## config.mk

```make
export PLATFORM = sky130hd
export DESIGN_NAME = cpu_run_ctrl
export DESIGN_NICKNAME = d
export VERILOG_FILES = /design/src/rtl/cpu_run_ctrl_pkg.sv /design/src/rtl/cpu_run_ctrl_sat_counter.sv /design/src/rtl/cpu_run_ctrl.sv
export SDC_FILE = /design/constraint.sdc
export NUM_CORES = 1
export LEC_CHECK = 0
export ABC_AREA = 1
export CAP_MARGIN = 40
export CORE_UTILIZATION = 25
export CTS_CLUSTER_SIZE = 40
export DETAILED_ROUTE_END_ITERATION = 12
export PLACE_DENSITY = 0.46
export SLEW_MARGIN = 10
export SYNTH_ARGS = -nofsm -noshare
export SYNTH_HDL_FRONTEND = slang
export SYNTH_SLANG_ARGS = --single-unit
```

## constraint.sdc

```tcl
create_clock -name clk -period 2 [get_ports clk]
set_input_delay 0.4 -clock clk [delete_from_list [all_inputs] [get_ports clk]]
set_output_delay 0.4 -clock clk [all_outputs]
set_load 0.01 [all_outputs]
```

## src/rtl/cpu_run_ctrl_pkg.sv

```systemverilog
// Shared types and defaults for the CPU run controller (state encoding, output flags).
// The watchdog is built only when CPU_RUN_CTRL_WATCHDOG_EN is defined.
package cpu_run_ctrl_pkg;

  localparam int unsigned CNT_W_DEFAULT        = 32;
  localparam int unsigned DRAIN_CYCLES_DEFAULT = 4;
  localparam int unsigned TIMEOUT_DEFAULT      = 100000;

  typedef enum logic [2:0] {
    ST_IDLE  = 3'd0,
    ST_RUN   = 3'd1,
    ST_DRAIN = 3'd2,
    ST_DUMP  = 3'd3,
    ST_DONE  = 3'd4
  } run_state_e;

  // Registered single-bit controls driven towards the CPU and the harness
  typedef struct packed {
    logic cpu_en;
    logic dump_req;
    logic done;
    logic timeout;
  } run_flags_t;

  // Drain counter width: must hold DRAIN_CYCLES-1, at least one bit
  function automatic int unsigned drain_width(input int unsigned drain_cycles);
    return (drain_cycles > 1) ? $clog2(drain_cycles) : 1;
  endfunction

endpackage

```

## src/rtl/cpu_run_ctrl_sat_counter.sv

```systemverilog
// Saturating up-counter with synchronous clear; used for cycle and write counts.
module sat_counter #(
  parameter int unsigned W = 32
) (
  input  logic         clk,
  input  logic         rst_n,
  input  logic         clr,
  input  logic         en,
  output logic [W-1:0] count
);

  logic at_max;

  assign at_max = (count == {W{1'b1}});

  // Clear has priority over increment; holds at all ones instead of wrapping
  always_ff @(posedge clk or negedge rst_n) begin
    if (!rst_n) begin
      count <= '0;
    end else if (clr) begin
      count <= '0;
    end else if (en && !at_max) begin
      count <= count + W'(1);
    end
  end

endmodule

```

## src/rtl/cpu_run_ctrl.sv

```systemverilog
// Run controller: starts/gates the MIPS core, counts cycles and writes, drains after halt,
// then requests dumps and reports done. Watchdog built only with CPU_RUN_CTRL_WATCHDOG_EN.
module cpu_run_ctrl
  import cpu_run_ctrl_pkg::*;
#(
  parameter int unsigned DRAIN_CYCLES = DRAIN_CYCLES_DEFAULT,
  parameter int unsigned TIMEOUT      = TIMEOUT_DEFAULT,
  parameter int unsigned CNT_W        = CNT_W_DEFAULT
) (
  input  logic             clk,
  input  logic             rst_n,
  input  logic             start,
  input  logic             halt,
  input  logic             dmem_mem_write,
  output logic             cpu_en,
  output logic [CNT_W-1:0] cycle_count,
  output logic [CNT_W-1:0] mem_wr_count,
  output logic             dump_req,
  output logic             done,
  output logic             timeout
);

  localparam int unsigned DRN_W      = drain_width(DRAIN_CYCLES);
  localparam int unsigned DRAIN_LOAD = (DRAIN_CYCLES == 0) ? 0 : DRAIN_CYCLES - 1;

  run_state_e       state_q, state_d;
  logic [DRN_W-1:0] drain_q, drain_d;
  run_flags_t       flags_q, flags_d;

  logic start_ok;
  logic timeout_set;
  logic cyc_en;
  logic wr_en;
  logic wd_hit;

`ifdef CPU_RUN_CTRL_WATCHDOG_EN
  // Fires on the enabled RUN cycle that brings cycle_count up to TIMEOUT
  assign wd_hit = ((64'(cycle_count) + 64'd1) >= 64'(TIMEOUT));
`else
  assign wd_hit = 1'b0;
`endif

  // State, drain counter and output flag registers
  always_ff @(posedge clk or negedge rst_n) begin
    if (!rst_n) begin
      state_q <= ST_IDLE;
      drain_q <= '0;
      flags_q <= '0;
    end else begin
      state_q <= state_d;
      drain_q <= drain_d;
      flags_q <= flags_d;
    end
  end

  // Next-state and next-output logic
  always_comb begin
    state_d     = state_q;
    drain_d     = drain_q;
    flags_d     = '0;
    start_ok    = 1'b0;
    timeout_set = 1'b0;

    unique case (state_q)
      ST_IDLE: begin
        if (start) begin
          start_ok = 1'b1;
          state_d  = ST_RUN;
        end
      end

      // First RUN cycle only raises cpu_en; halt is looked at once the core is enabled
      ST_RUN: begin
        flags_d.cpu_en = 1'b1;
        if (flags_q.cpu_en) begin
          if (halt) begin
            if (DRAIN_CYCLES == 0) begin
              state_d        = ST_DUMP;
              flags_d.cpu_en = 1'b0;
            end else begin
              state_d = ST_DRAIN;
              drain_d = DRN_W'(DRAIN_LOAD);
            end
          end else if (wd_hit) begin
            state_d        = ST_DUMP;
            flags_d.cpu_en = 1'b0;
            timeout_set    = 1'b1;
          end
        end
      end

      ST_DRAIN: begin
        if (drain_q == '0) begin
          state_d = ST_DUMP;
        end else begin
          flags_d.cpu_en = 1'b1;
          drain_d        = drain_q - DRN_W'(1);
        end
      end

      ST_DUMP: begin
        state_d = ST_DONE;
      end

      ST_DONE: begin
        if (start) begin
          start_ok = 1'b1;
          state_d  = ST_RUN;
        end
      end

      default: begin
        state_d = ST_IDLE;
      end
    endcase

    flags_d.dump_req = (state_q == ST_DUMP);
    flags_d.done     = (state_q == ST_DONE) && (state_d == ST_DONE);

`ifdef CPU_RUN_CTRL_WATCHDOG_EN
    if (start_ok) begin
      flags_d.timeout = 1'b0;
    end else begin
      flags_d.timeout = flags_q.timeout | timeout_set;
    end
`else
    flags_d.timeout = 1'b0;
`endif
  end

  // Cycle count stops at the halt cycle; write count keeps going through drain
  assign cyc_en = flags_q.cpu_en && (state_q == ST_RUN);
  assign wr_en  = flags_q.cpu_en && dmem_mem_write;

  sat_counter #(
    .W (CNT_W)
  ) u_cycle_cnt (
    .clk   (clk),
    .rst_n (rst_n),
    .clr   (start_ok),
    .en    (cyc_en),
    .count (cycle_count)
  );

  sat_counter #(
    .W (CNT_W)
  ) u_wr_cnt (
    .clk   (clk),
    .rst_n (rst_n),
    .clr   (start_ok),
    .en    (wr_en),
    .count (mem_wr_count)
  );

  assign cpu_en   = flags_q.cpu_en;
  assign dump_req = flags_q.dump_req;
  assign done     = flags_q.done;
  assign timeout  = flags_q.timeout;

endmodule
```

==> Word level (Yosys, flattened, before mapping) <==
Index checks and enable logic that the tools add are counted.
{ "word_totals": {"reg_bits": 72, "input_bits": 5, "out_inout_bits": 68, "wordCells": 51} }
{ "classes": {"add_sub_neg": 3, "eq_ne": 10, "muxes": 17, "n_reduce_logical": 14} }
{ "op_table": {"columns": ["operator", "n"], "rows": [
  ["32-bit two-way mux", 4],
  ["32-bit by 1-bit adder with 32-bit output (second input constant)", 2],
  ["32-bit equality test (second input constant)", 2],
  ["3-bit two-way mux", 4],
  ["3-bit one-hot mux with 4 select lines", 1],
  ["3-bit by 2-bit equality test with 1-bit output (second input constant)", 2],
  ["3-bit equality test (second input constant)", 2],
  ["2-bit two-way mux", 3],
  ["2-bit inequality test (second input constant)", 3],
  ["2-bit nonzero test", 3],
  ["1-bit logical AND", 5],
  ["2-bit one-hot mux with 2 select lines", 1],
  ["4-bit AND reduction", 1],
  ["3-bit by 1-bit equality test with 1-bit output (second input constant)", 1],
  ["3-bit logical NOT", 1],
  ["1-bit two-way mux", 3],
  ["1-bit logical NOT", 2],
  ["2-bit logical NOT", 1],
  ["1-bit one-hot mux with 2 select lines", 1],
  ["2-bit OR reduction", 1],
  ["2-bit by 1-bit subtractor with 2-bit output (second input constant)", 1]
]} }

==> Depth between registers and ports, before layout <==
Gate-level depths: netlist of the first run.
{ "logic_depth": {"word_depth": 5, "depth_mapped": 12, "depth_no_buf": 10} }

==> Modules after synthesis <==
Synthesis of the first run repeated with hierarchy kept, for this count alone.
{ "unflattened": {"cells_unflattened": 749, "hier_area_um2": 4880.9} }
{ "by_module_without_submodules": {"columns": ["module", "instances", "cells_each", "area_per_inst_um2", "seq_area_each_um2"], "rows": [
  ["sat_counter", 2, 350, 2242.2, 800.8],
  ["cpu_run_ctrl", 1, 49, 396.6, 200.2]
]} }

==> Worst setup path before layout of the first run <==
Ideal clock, no wire load.
{ "synth_timing": {"kind": "flip-flop to flip-flop", "from": "reg u_cycle_cnt.count[1]", "to": "reg u_cycle_cnt.count[22]", "setup_time_ps": 117, "t_arrival_ps": 1605, "required_time_ps": 1883, "path_slack_ps": 278, "stages_incl_launch_ff": 13, "n_path_buf": 2, "period_less_slack_ps": 1722, "path_cell_list": "dfrtp_1 ha_1 nand2_1 nor2_4 nand2_4 nor2_8 nand2_1 nand2_2 buf_6 inv_4 buf_6 nand2_1 nand2_1"} }
{ "synth_via": {"elab_chain_len": 4, "elab_cells_between_ends": 7, "classes_between": "add/sub (1); eq/ne (1); mux (2); reduce/logical (3)"} }
{ "synth_lines": {"columns": ["element", "line", "text"], "rows": [
  ["from (decl)", "cpu_run_ctrl_sat_counter.sv:9", "output logic [W-1:0] count"],
  ["from (signal assigned)", "cpu_run_ctrl_sat_counter.sv:23", "count <= count + W'(1);"],
  ["parallel branches: the longest is 4 deep, another holds 32-bit by 1-bit adder with 32-bit output", null, null]
]} }
Parallel ways; which one is timed is not known. The select of a mux whose other input is x is not followed.
A chain may end at the register's enable or synchronous reset.

==> Worst setup path after layout of the first run <==
{ "layout_timing": {"from": "reg u_wr_cnt.count[25]", "to": "out mem_wr_count[25]"} }
{ "layout_rtl": {"columns": ["element", "line", "text"], "rows": [
  ["from (decl)", "cpu_run_ctrl_sat_counter.sv:9", null],
  ["from (signal assigned)", "cpu_run_ctrl_sat_counter.sv:23", null],
  ["to (decl)", "cpu_run_ctrl.sv:17", "output logic [CNT_W-1:0] mem_wr_count,"]
]} }
No word-level cell between the ends.

==> results.cfg, run 1 <==
[yosys]
synth-adder-area-share = 0.00805
yosys.area.top_type_share = 0.386
synth_area_sq_um = 4660
synth_area_per_cell_sq_um = 6.86
synth.distinct_cells = 33
synth-seq-area-share = 0.386
syn-num-nets = 688
synth-xor-area-share = 0.0470
ys.warnings.count = 0
yosys.area_share.simple = 0.424
yosysTopAreaCell = dfrtp_1
synthMuxAreaShare = 0
ys_ff_latch = 72
synth_edf_count = 0
synth.area.top_cells = dfrtp_1 (39%), nand2_1 (19%), nand3_1 (8.5%), nor2_1 (7.1%), o21ai_1 (4.4%)
async_flop_share = 1.00
synth_top_family_by_area = simple AND/OR/NAND/NOR gates
ys.flop_type = dfrtp_1
synth_compound_area_frac = 0.0628
synth_cells = 680

[cells_and_area]
area_delta_synth_final_pct = 30.6
antenna_cells = 0
nFillCells = 1976
final_net_count = 780
final-seq-area_sq_um = 1800
multi_input_area_sq_um = 2550
final_layout_size_suffix_gt1_frac = 0.0955
final_core_utilization = 0.336

[sta]
tns_ns = 0
post-route-min-period_ns = 1.85
hold_viol = 4
period_share = 0.927
hold_slack_ns = -0.00972
setup_viol = 0
rsz0062_at_grt = no
setup_slack_ns = 0.146
timing.fmax_ghz = 0.539
clock_skew_ns = 0.0133
maxSlewViolCount = 0

[clock_network]
clkTransAtPathRegs_ns = 0.06
htree_levels = 3
post_cts.repair.setup_buffers = 0
worstSkewPairLatency_ns = 0.34
cts_tree = yes
clock_path_buffers = 2
cts-buffers-inserted = 9
cts-root-buf = clkbuf_16
cts.sinks = 72

[pwr]
vdd_ir_drop_max_mv = 0.425
share_seq_of_total_power = 0.382
clkPwrFrac = 0.346
p_int_w = 0.00280
p_comb_frac = 0.272
power_switching_share = 0.348
total_power_w = 0.00430
p_per_area_nw_per_um2 = 706
switchingPower_w = 0.00149
p_leak_nw = 2.52

[setup_path]
cp_data_required_time_ns = 1.60
critical_path_class = reg2out
critPathLaunchType = register
arrival_ns = 1.45
path_cells = buf_4, clkdlybuf4s50_1
crit_path_end_kind = output pin
cp_max_fo = 5
slowest_delay_ns = 0.54
rr_worst_depth = 10
slowest_stage = clkdlybuf4s50_1

[grt]
grt_overflow = 0
grtUsageTotal = 0.156
grt_max_degree = 44
grt_pass1_wl_mm = 23.5
antenna_found_initial = 0
grt_pass1_vias = 4359

[placement]
dp_hpwl_mm = 10.7
globalplace.congestion = 0.818
io_buffers = 71
post-place-ws_ns = 0.168

[drt]
vias = 4529
first_pass_iters = 8
wl_per_cell_um = 14.2
wirelength_mm = 14.3
ant_nets = 0
first_iter_violations = 284
via_per_inst = 4.51
drc = 2

[floorplan]
die_x_um = 139
io_pins = 73
fp.dieH_um = 139
coreArea_sq_um = 18100
start_util = 0.257
die_area_sq_um = 19200
num_rows = 49

[run_status]
violations = design-rule violations, negative hold slack
status = complete, but fails checks

[hold_path]
hp-class = in2async

[job]
drv_cap = 0
## what timing repair did
item,in CTS,in global routing
resized for setup,0,5
setup endpoints to repair,0,11
hold buffers,0,0
## placed cells by master, fill, tap and decap left out, drive strengths merged
master and count:
nor4 1, clkinvlp 1, nand4 4, clkinv 3
o21bai 7, clkdlybuf4s50 70, dfrtp 72, inv 53
a22oi 1, nor3 2, xnor2 12, nand3b 13
and2 1, o211ai 1, nand3 85, xor2 13
nor2 96, clkbuf 10, or2 2, o21ai 45
ha 3, conb 1, nand2 249, buf 30
## sequential cells by signal, indices dropped and copies added, names as in the netlist
name and cells:
dump_req 1, u_wr_cnt.count 32, done 1, drain_q 2, u_cycle_cnt.count 32, cpu_en 1
state_q 3
## synthesized netlist by cell type, types with 4 or more instances
master and count:
inv_1 50, nor2_2 4, o21bai_1 7, nand2_2 6, nand4_1 4, dfrtp_1 72
buf_4 4, nand3b_1 13, nand3_1 79, o21ai_1 41, o21ai_0 4, clkbuf_1 6
xor2_1 13, nand2_1 242, nand3_2 6, xnor2_1 12, buf_6 5, nor2_1 88
## cell type report
cell class / count / area share
multi-input cells: 536 / 0.419
flip-flops and latches: 72 / 0.296
repair buffers: 100 / 0.162
well taps: 229 / 0.0470
clock buffers: 10 / 0.0392
inverters: 53 / 0.0331
clock inverters: 4 / 0.00370
## power groups by stage
stage	combinational (W)	sequential [W]	clock, W
after global routing	0.00129	0.00166	0.00160
final	0.00117	0.00164	0.00149
after floorplan	0.000723	0.00168	0
after detailed placement	0.00118	0.00167	0
after CTS	0.00119	0.00164	0.00154
after global placement	0.00119	0.00167	0
## metrics by stage
stage | cells | instance area, sq um
2_1_floorplan | 680 | 4660
3_3_place_gp | 990 | 5810
3_5_place_dp | 990 | 5810
4_1_cts | 1004 | 6070
5_1_grt | 1004 | 6090
6_report | 1004 | 6090
## critical path: cells and delay by family (launching register included)
| kind | cells | cell delay [ns] |
|---|---|---|
| buf+inv | 2 | 0.71 |
| flops | 1 | 0.41 |
## layer usage
layer / up-vias / track usage / share of wire
li1: 2360 / - / -
met1: 2066 / 0.224 / 0.51
met2: 92 / 0.236 / 0.44
met3: 11 / 0.0266 / 0.041
met4: 0 / 0.0491 / 0.010
met5: - / 0 / 0
## cell families after synthesis
family / count (synthesis)
flops: 72
simple gates: 453
fa+ha+maj: 3
xor+xnor: 25
other cells: 1
buf+inv: 72
compound gates: 54
## final timing paths
kind	slack, ns	startpoint	to
worst max-delay path	0.15	u_wr_cnt.count[25]	mem_wr_count[25]
worst min register to register	0.49	state_q[2]	dump_req
min in group clk	0.49	state_q[2]	dump_req
max in group asynchronous	1.42	rst_n	u_cycle_cnt.count[26]
worst max register to register	0.18	u_wr_cnt.count[0]	u_wr_cnt.count[27]
worst min-delay path	-0.01	rst_n	u_wr_cnt.count[21]
No activity file was read; power rests on OpenSTA's default activity.
==> run 2, diff against run 1 <==
- clock period: 2 -> 2.2 ns (I/O delays scaled with it)
==> run 2 against run 1 <==
Compared with the run above: the run ends with design-rule violations left; utilization down 0.36 points; cell area is 1.1% lower; flip-flop and latch count stayed put; global-route usage fell by 0.60 points; register-to-register slack improved by 0.12 ns; first-iteration DRC count decreased by 30%; via count is 1.6% lower; critical path type is now reg2reg; largest power group is now the clock network.
==> results.cfg, run 2 (synthesis results as in run 1) <==
[placement]
globalplace.congestion = 0.794
io_buffers = 71
numPlacedInstances = 976
dp_hpwl_mm = 10.2
post-place-ws_ns = 0.276

[grt]
antenna_found_initial = 0
grt_overflow = 0
grt_pass1_vias = 4259
grt_pass1_wl_mm = 22.7
grtUsageTotal = 0.150
grt_max_degree = 42

[clock_network]
cts.sinks = 72
cts-root-buf = clkbuf_16
worstSkewPairLatency_ns = 0.34
htree_levels = 3
post_cts.repair.setup_buffers = 0
cts_tree = yes
holdBufCountCts = 0
cts-buffers-inserted = 9
clkTransAtPathRegs_ns = 0.06
clock_path_buffers = 2
ctsResizeCount = 0

[drt]
first_iter_violations = 200
ant_nets = 0
via_per_inst = 4.49
wirelength_mm = 13.8
drc = 2
wl_per_cell_um = 13.9
first_pass_iters = 10
vias = 4455

[pwr]
vdd_ir_drop_max_mv = 0.415
total_power_w = 0.00423
p_leak_nw = 2.46
p_per_area_nw_per_um2 = 701

[floorplan]
coreArea_sq_um = 18100
num_rows = 49
io_pins = 73
die_area_sq_um = 19200
die_x_um = 139
fp.dieH_um = 139
start_util = 0.257

[sta]
clock_skew_ns = 0.00751
period_share = 0.865
tns_ns = 0
post-route-min-period_ns = 1.90
hold_viol = 0
rsz0062_at_grt = no
setup_viol = 0
setup_slack_ns = 0.296
timing.fmax_ghz = 0.525
maxSlewViolCount = 0

[setup_path]
cpMostUsedCell = nand2_1
reg2reg_slack_ns = 0.30
rr_startpoint = u_cycle_cnt.count[1]
critical_path_class = reg2reg
cp_top_family = simple AND/OR/NAND/NOR gates
slowest_delay_ns = 0.40
path_buf_inv = 1
arrival_ns = 2.18
path_cells = ha_1, nand2_1, nor2_4, nand2_4, nor2_8, nand2_1, nand2_2, buf_4, nand3_1, o21ai_1
cp_data_required_time_ns = 2.47
critPathLaunchType = register
slowest_stage = dfrtp_1
crit_path_end_kind = register
cp-startpoint = u_cycle_cnt.count[1]
cp_max_fo = 12

[run_status]
violations = design-rule violations
status = complete, but fails checks

[cells_and_area]
top_regs = u_cycle_cnt.count (32), u_wr_cnt.count (32), state_q (3)
area_delta_synth_final_pct = 29.2
fin_cells = 992
final_common_cell = nand2_1
final_net_count = 766
antenna_cells = 0
final_layout_size_suffix_gt1_frac = 0.0773
layout_common_cells = nand2_1 (241), nor2_1 (88), nand3_1 (79)

[hold_path]
hp-class = in2async

[job]
drv_cap = 0
==> run 2: cell types whose count changed in the layout (fill, tap and decap cells not counted), moves of 2 or more <==
cell and change:
nor2_1 +3, bufinv_16 +3, buf_12 -2, clkinv_2 -2, buf_4 -12, nor2_2 -2
==> run 2: final cells by class <==
cell class	instances	area, sq um
fillers	1976	12100
multi-input cells	536	2530
flip-flops and latches	72	1800
repair buffers	86	858
well taps	229	287
clock buffers	9	225
inverters	53	201
clock inverters	7	119
==> run 2: per-stage QoR <==
stage / utilization / area, sq um / hold slack [ns]
6_report: 0.332 / 6030 / 0.0479
5_1_grt: 0.332 / 6030 / 0.0757
4_1_cts: 0.332 / 6030 / 0.0629
3_5_place_dp: 0.313 / 5680 / 0.434
3_3_place_gp: 0.313 / 5680 / 0.437
2_1_floorplan: - / 4660 / 0.144
==> run 2: report_power, final <==
part	leakage [nW]	switching [W]	internal [W]
Sequential	0.990	0.0000779	0.00141
Combinational	1.31	0.000692	0.000321
Clock	0.162	0.000613	0.00111
==> run 2: worst reg2reg max path: stages (launching register included) <==
cell     delay, ns
dfrtp_1       0.40
ha_1          0.20
nand2_1       0.10
nor2_4        0.16
nand2_4       0.11
nor2_8        0.15
nand2_1       0.10
nand2_2       0.22
buf_4         0.24
nand3_1       0.08
o21ai_1       0.08
==> run 2: routing by layer <==
metal / global-route usage / wire, um / up-vias
met3: 0.0297 / 419 / 9
met1: 0.203 / 6810 / 2043
met2: 0.241 / 6400 / 70
met4: 0.0438 / 148 / 0
met5: 0 / 0 / -
li1: - / - / 2333
==> run 2: path summary, 6_finish.rpt <==
check,cells past startpoint,endpoint
min,1,u_wr_cnt.count[18]
max,10,u_cycle_cnt.count[15]
min reg2reg,1,dump_req
min in group clk,1,dump_req
max in group asynchronous,2,u_cycle_cnt.count[1]
max reg2reg,10,u_cycle_cnt.count[15]
==> patch 1 (config.mk and constraints of run 1) <==
The 5 states of `run_state_e` get a Gray code encoding in 3 bits.
--- a/src/rtl/cpu_run_ctrl_pkg.sv
+++ b/src/rtl/cpu_run_ctrl_pkg.sv
@@ -9,7 +9,7 @@
   typedef enum logic [2:0] {
-    ST_IDLE  = 3'd0,
-    ST_RUN   = 3'd1,
-    ST_DRAIN = 3'd2,
-    ST_DUMP  = 3'd3,
-    ST_DONE  = 3'd4
+    ST_IDLE  = 3'b000,
+    ST_RUN   = 3'b001,
+    ST_DRAIN = 3'b011,
+    ST_DUMP  = 3'b010,
+    ST_DONE  = 3'b110
   } run_state_e;
Formal check against the unedited RTL: no difference found for any inputs over 10 cycles, from zero or initial values and one cycle with rst_n low; not proved beyond that.
==> patch 1 against run 1 <==
  * Total power is 16% higher
  * Area after synthesis is 0.67% higher
  * Routed wire length is 0.39% higher
  * Largest power group is now the clock network
  * Sequential cell count stayed put
  * The run ends with design-rule violations left
  * Cell area is 2.4% higher
  * Via count is 0.11% lower
  * Setup slack better by 0.010 ns
  * Critical path depth is 1 lower
==> patch 1: results (changes against run 1) <==
- Sequential fraction of the synthesis area: 38.4% (-0.26 points)
- Pin count of the biggest net entering global routing: 50 (+14%)
- Destination of the worst register-to-register timing path: u_wr_cnt.count[11]$_DFFE_PN0P_
- Wire length on met3: 544 microns (-6.0%)
- Status: complete, but fails checks
- Number of nets in the synthesized netlist: 689 (+0.15%)
- Beginning of the worst register-to-register path: u_wr_cnt.count[1]$_DFFE_PN0P_
- Overall track demand over capacity in global routing: 15.8% (+0.21 points)
- Hold Path Class: reg -> reg
- First drt pass iteration count: 11 (+3)
- Final setup skew: 0.0114 ns (-0.00196 ns)
- Post-synthesis cell count: 681 (+0.15%)
- Max VDD drop: 0.452 mV (+6.4%)
- Met1 layer wirelength in the final routing: 6770 microns (-6.3%)
- Remaining DRCs: 3 (+1)
- Post-Place Worst Slack: 0.0503 ns (-0.117 ns)
- RePlAce Congestion: 0.838 (+2.5%)
- Top layer used by detailed routing: met4
- Global-route wire length before repair: 23700 microns (+0.62%)
- Worst setup path endpoint: cycle_count[26]
- Setup crit start: u_cycle_cnt.count[26]$_DFFE_PN0P_
- Fin crit period: 1.84 ns (-0.0103 ns)
- Ratio of cells with drive above 1 in the final layout: 10.6% (+1.1 points)
- Average instance area after synthesis: 6.89 sq um (+0.52%)
- Met1 usage: 20.2% (-2.2 points)
- Number of vias per cell: 4.43 (-1.8%)
- Top fanout value on the critical path: 8 (+3)
- Distinct cell type count after synthesis: 34 (+3.0%)
- Synthesized-area fraction occupied by adder cells: 0.800% (-0.0054 points)
- Share of the synthesized area in compound gates (AO/OA/AOI/OAI): 4.37% (-1.9 points)
- Fraction of met2 tracks used by global routing: 26.7% (+3.2 points)
- Xor/xnor cell area share of the yosys netlist: 5.78% (+1.1 points)
- Leakage power: 0.00282 uW (+12%)
- Failing checks: design-rule violations
- Sum of net half-perimeters after detailed placement: 10800 microns (+0.25%)
- Top post-synthesis cells by area: sky130_fd_sc_hd__dfrtp_1, sky130_fd_sc_hd__nand2_1, sky130_fd_sc_hd__nor2_1
- 1st-iter DRT viols: 233 (-18%)
- Worst path max stage delay: 0.59 ns (+0.05 ns)
[patch 1: cell types whose count changed after synthesis, moves of 4 or more]
cell	change
sky130_fd_sc_hd__nor2_2	+5
sky130_fd_sc_hd__inv_1	+15
sky130_fd_sc_hd__xnor2_1	+5
sky130_fd_sc_hd__nor3_1	+4
sky130_fd_sc_hd__o21ai_0	+8
sky130_fd_sc_hd__o21ai_1	-24
sky130_fd_sc_hd__nor2_1	+7
sky130_fd_sc_hd__nand3_1	-12
sky130_fd_sc_hd__nand3b_1	-7
sky130_fd_sc_hd__o21bai_1	-7
sky130_fd_sc_hd__nand3_2	-5
[patch 1: report_power, final]
part | total (uW) | switching [uW] | internal [uW]
clock network | 1930 | 706 | 1220
logic | 1360 | 874 | 488
registers | 1680 | 102 | 1580
[patch 1: stage by stage]
step,area [sq um],cells,total power (uW)
CTS,6240,1021,5070
global placement,5880,1004,3090
detailed placement,5880,1004,3100
finish,6240,1021,4970
floorplan,4690,681,2540
global route,6240,1021,5260
[patch 1: cell type report]
cell class | count | area, sq um | area share [%]
clock inverters | 7 | 119 | 1.90
inverters | 67 | 254 | 4.07
flip-flops and latches | 72 | 1800 | 28.9
clock buffers | 9 | 225 | 3.61
repair buffers | 108 | 1010 | 16.2
well taps | 229 | 287 | 4.59
multi-input cells | 529 | 2540 | 40.7
[patch 1: kinds of logic (layout without fill, tap and decap cells)]
logic type      after synthesis  after routing
simple gates                457            457
xor+xnor                     31             31
fa+ha+maj                     3              3
compound gates               37             37
other cells                   1              1
buf+inv                      80            191
flops                        72             72
[patch 1: timing repair]
item / CTS / global route
endpoints found under the hold margin: 23 / 0
setup endpoints to repair: 0 / 2
hold buffers: 1 / 0
resized for setup: 0 / 2
buffers inserted: 0 / 0
==> patch 2 (flow settings as in run 1) <==
Made on the original files. Change the package constant `CNT_W_DEFAULT` from 32 to 36.
--- a/src/rtl/cpu_run_ctrl_pkg.sv
+++ b/src/rtl/cpu_run_ctrl_pkg.sv
@@ -4,3 +4,3 @@
 
-  localparam int unsigned CNT_W_DEFAULT        = 32;
+  localparam int unsigned CNT_W_DEFAULT        = 36;
   localparam int unsigned DRAIN_CYCLES_DEFAULT = 4;
Ports: changed (resized cycle_count and mem_wr_count); port bits go from 73 to 81. The function was not compared with the original's and may differ.
==> patch 2 against run 1 <==
  * Register-to-register slack got worse by 0.03 ns
  * Area after synthesis increased by 10%
  * Die area increased by 10%
  * Total power increased by 13%
  * Sequential share of layout area decreased by 1.6 points
  * Routed wire length increased by 13%
  * Setup slack improved by 0.0044 ns
  * Count of clock-buffer cells in the layout increased by 2
  * Sequential cell count increased by 8
  * Cell area increased by 17%
  * Worst hold slack improved by 0.40 ns
==> patch 2: results (changes against run 1) <==
- Nets: 894 (+15%)
- Max Root-Sink Buffers: 2 (unchanged)
- Final setup skew: 0.00713 ns (-0.00620 ns)
- Worst Path Arrival: 2.08 ns (+0.63 ns)
- Average wire per standard cell: 13.9 microns (-2.1%)
- Root Buffer Master: sky130_fd_sc_hd__clkbuf_16
- Yosys warnings: 0 (unchanged)
- 1st-iter DRT viols: 255 (-10%)
- First drt pass iteration count: 4 (-4)
- Predominant post-synthesis flop cell: sky130_fd_sc_hd__dfrtp_1
- Beginning of the worst register-to-register path: u_cycle_cnt.count[1]$_DFFE_PN0P_
- Hold Path Class: in -> async
- Global-route wire length before repair: 26700 microns (+14%)
- N_diodes: 0 (unchanged)
- Asr flop ratio synth: 100% (unchanged)
- Non-filler instance count after layout: 1160 (+16%)
- Standard cell area after detailed placement: 6820 sq um (+17%)
- RePlAce Congestion: 0.851 (+4.1%)
- Pin count of the biggest net entering global routing: 52 (+18%)
- Distinct cell type count after synthesis: 38 (+15%)
- Sum of net half-perimeters after detailed placement: 12400 microns (+15%)
- Registers with the most flip-flops: u_cycle_cnt.count (36), u_wr_cnt.count (36), state_q (3)
- Post-Place Worst Slack: -0.107 ns (-0.275 ns)
- Cells after DPL: 1141 (+15%)
- List of most frequent post-synthesis cells: sky130_fd_sc_hd__nand2_1, sky130_fd_sc_hd__nor2_1, sky130_fd_sc_hd__dfrtp_1
- Worst-skew pair later-pin latency: 0.35 ns
- CTS Buf Count: 9 (unchanged)
- Sequential fraction of the synthesis area: 38.9% (+0.26 points)
- Number of antenna violations at the first check in global routing: 0 (unchanged)
- Top post-synthesis cells by area: sky130_fd_sc_hd__dfrtp_1, sky130_fd_sc_hd__nand2_1, sky130_fd_sc_hd__nor2_1
- Routed via count: 5049 (+11%)
- Overall track demand over capacity in global routing: 16.2% (+0.62 points)
- Max VDD drop: 0.368 mV (-14%)
- Clk slew on worst S/H paths: 0.06 ns (about the same)
- Slew Limit Headroom: between 50% and 60%
- Top fanout value on the critical path: 9 (+4)
- Post-synthesis cell count: 725 (+6.6%)
- Worst Slack Setup Final: 0.150 ns (+0.00441 ns)
- Status: finished clean
- Startpoint kind of the worst setup timing path: flip-flop
- Leakage power: 0.00315 uW (+25%)
- Ratio of cells with drive above 1 in the final layout: 15.7% (+6.2 points)
- Buffers on Ports: 79 (+11%)
- Depth of the CTS H-tree: 3 (unchanged)
patch 2: path summary, 6_finish.rpt:
path                            slack (ns)  depth (start not counted)                                end
worst max register to register        0.15                         11  u_cycle_cnt.count[26]$_DFFE_PN0P_
worst max-delay path                  0.15                         11  u_cycle_cnt.count[26]$_DFFE_PN0P_
worst min-delay path                  0.39                          2   u_cycle_cnt.count[7]$_DFFE_PN0P_
min in group clk                      0.49                          1             drain_q[0]$_DFFE_PN0P_
worst min register to register        0.49                          1             drain_q[0]$_DFFE_PN0P_
max in group asynchronous             1.14                          3     u_wr_cnt.count[11]$_DFFE_PN0P_
patch 2: final cells by class:
| type | count | area (sq um) |
|---|---|---|
| sequential | 80 | 2000 |
| tap | 270 | 338 |
| clock inverter | 3 | 17.5 |
| clock buffer | 12 | 256 |
| inverter | 62 | 241 |
| fill | 2158 | 13100 |
| timing repair buffer | 167 | 1510 |
| multi-input combinational | 566 | 2780 |
patch 2: critical path, stage by stage (launching register included):
cell	delay (ns)
sky130_fd_sc_hd__dfrtp_1	0.39
sky130_fd_sc_hd__ha_2	0.21
sky130_fd_sc_hd__nand3_2	0.11
sky130_fd_sc_hd__inv_1	0.13
sky130_fd_sc_hd__nand2_4	0.09
sky130_fd_sc_hd__nor2_4	0.15
sky130_fd_sc_hd__nand3_4	0.12
sky130_fd_sc_hd__nand2_4	0.13
sky130_fd_sc_hd__clkinvlp_4	0.09
sky130_fd_sc_hd__buf_4	0.17
sky130_fd_sc_hd__nand2_1	0.06
sky130_fd_sc_hd__o21ai_0	0.07
patch 2: what timing repair did:
action                                 in CTS  in global routing
gates resized for setup                     1                  8
setup endpoints to repair                   1                 59
pin swaps                                   0                  1
hold buffers                                1                  0
cloned                                      0                  0
buffers inserted                            2                  1
endpoints found under the hold margin       1                  0
patch 2: power breakdown:
| group | switching (uW) | internal, uW |
|---|---|---|
| clock network | 690 | 899 |
| logic | 945 | 536 |
| registers | 70.2 | 1720 |
patch 2: metal layers:
layer / GRT usage, % / part of all wire [%] / vias to the layer above
li1: - / - / 2623
met3: 2.88 / 3.5 / 11
met1: 20.7 / 47 / 2328
met4: 4.16 / 0.97 / 0
met5: 0 / 0 / -
met2: 28.1 / 49 / 87
patch 2: cells by family (layout without fill, tap and decap cells):
logic type               after synthesis  after routing  synth area share, %
other                                  1              1               0.0729
XOR/XNOR                              45             45                 7.66
AND/OR/NAND/NOR                      466            466                 39.6
buffers and inverters                 79            244                 7.44
AO/OA/AOI/OAI                         51             51                 5.62
flip-flops                            80             80                 38.9
adder cells (fa/ha/maj)                3              3                0.729
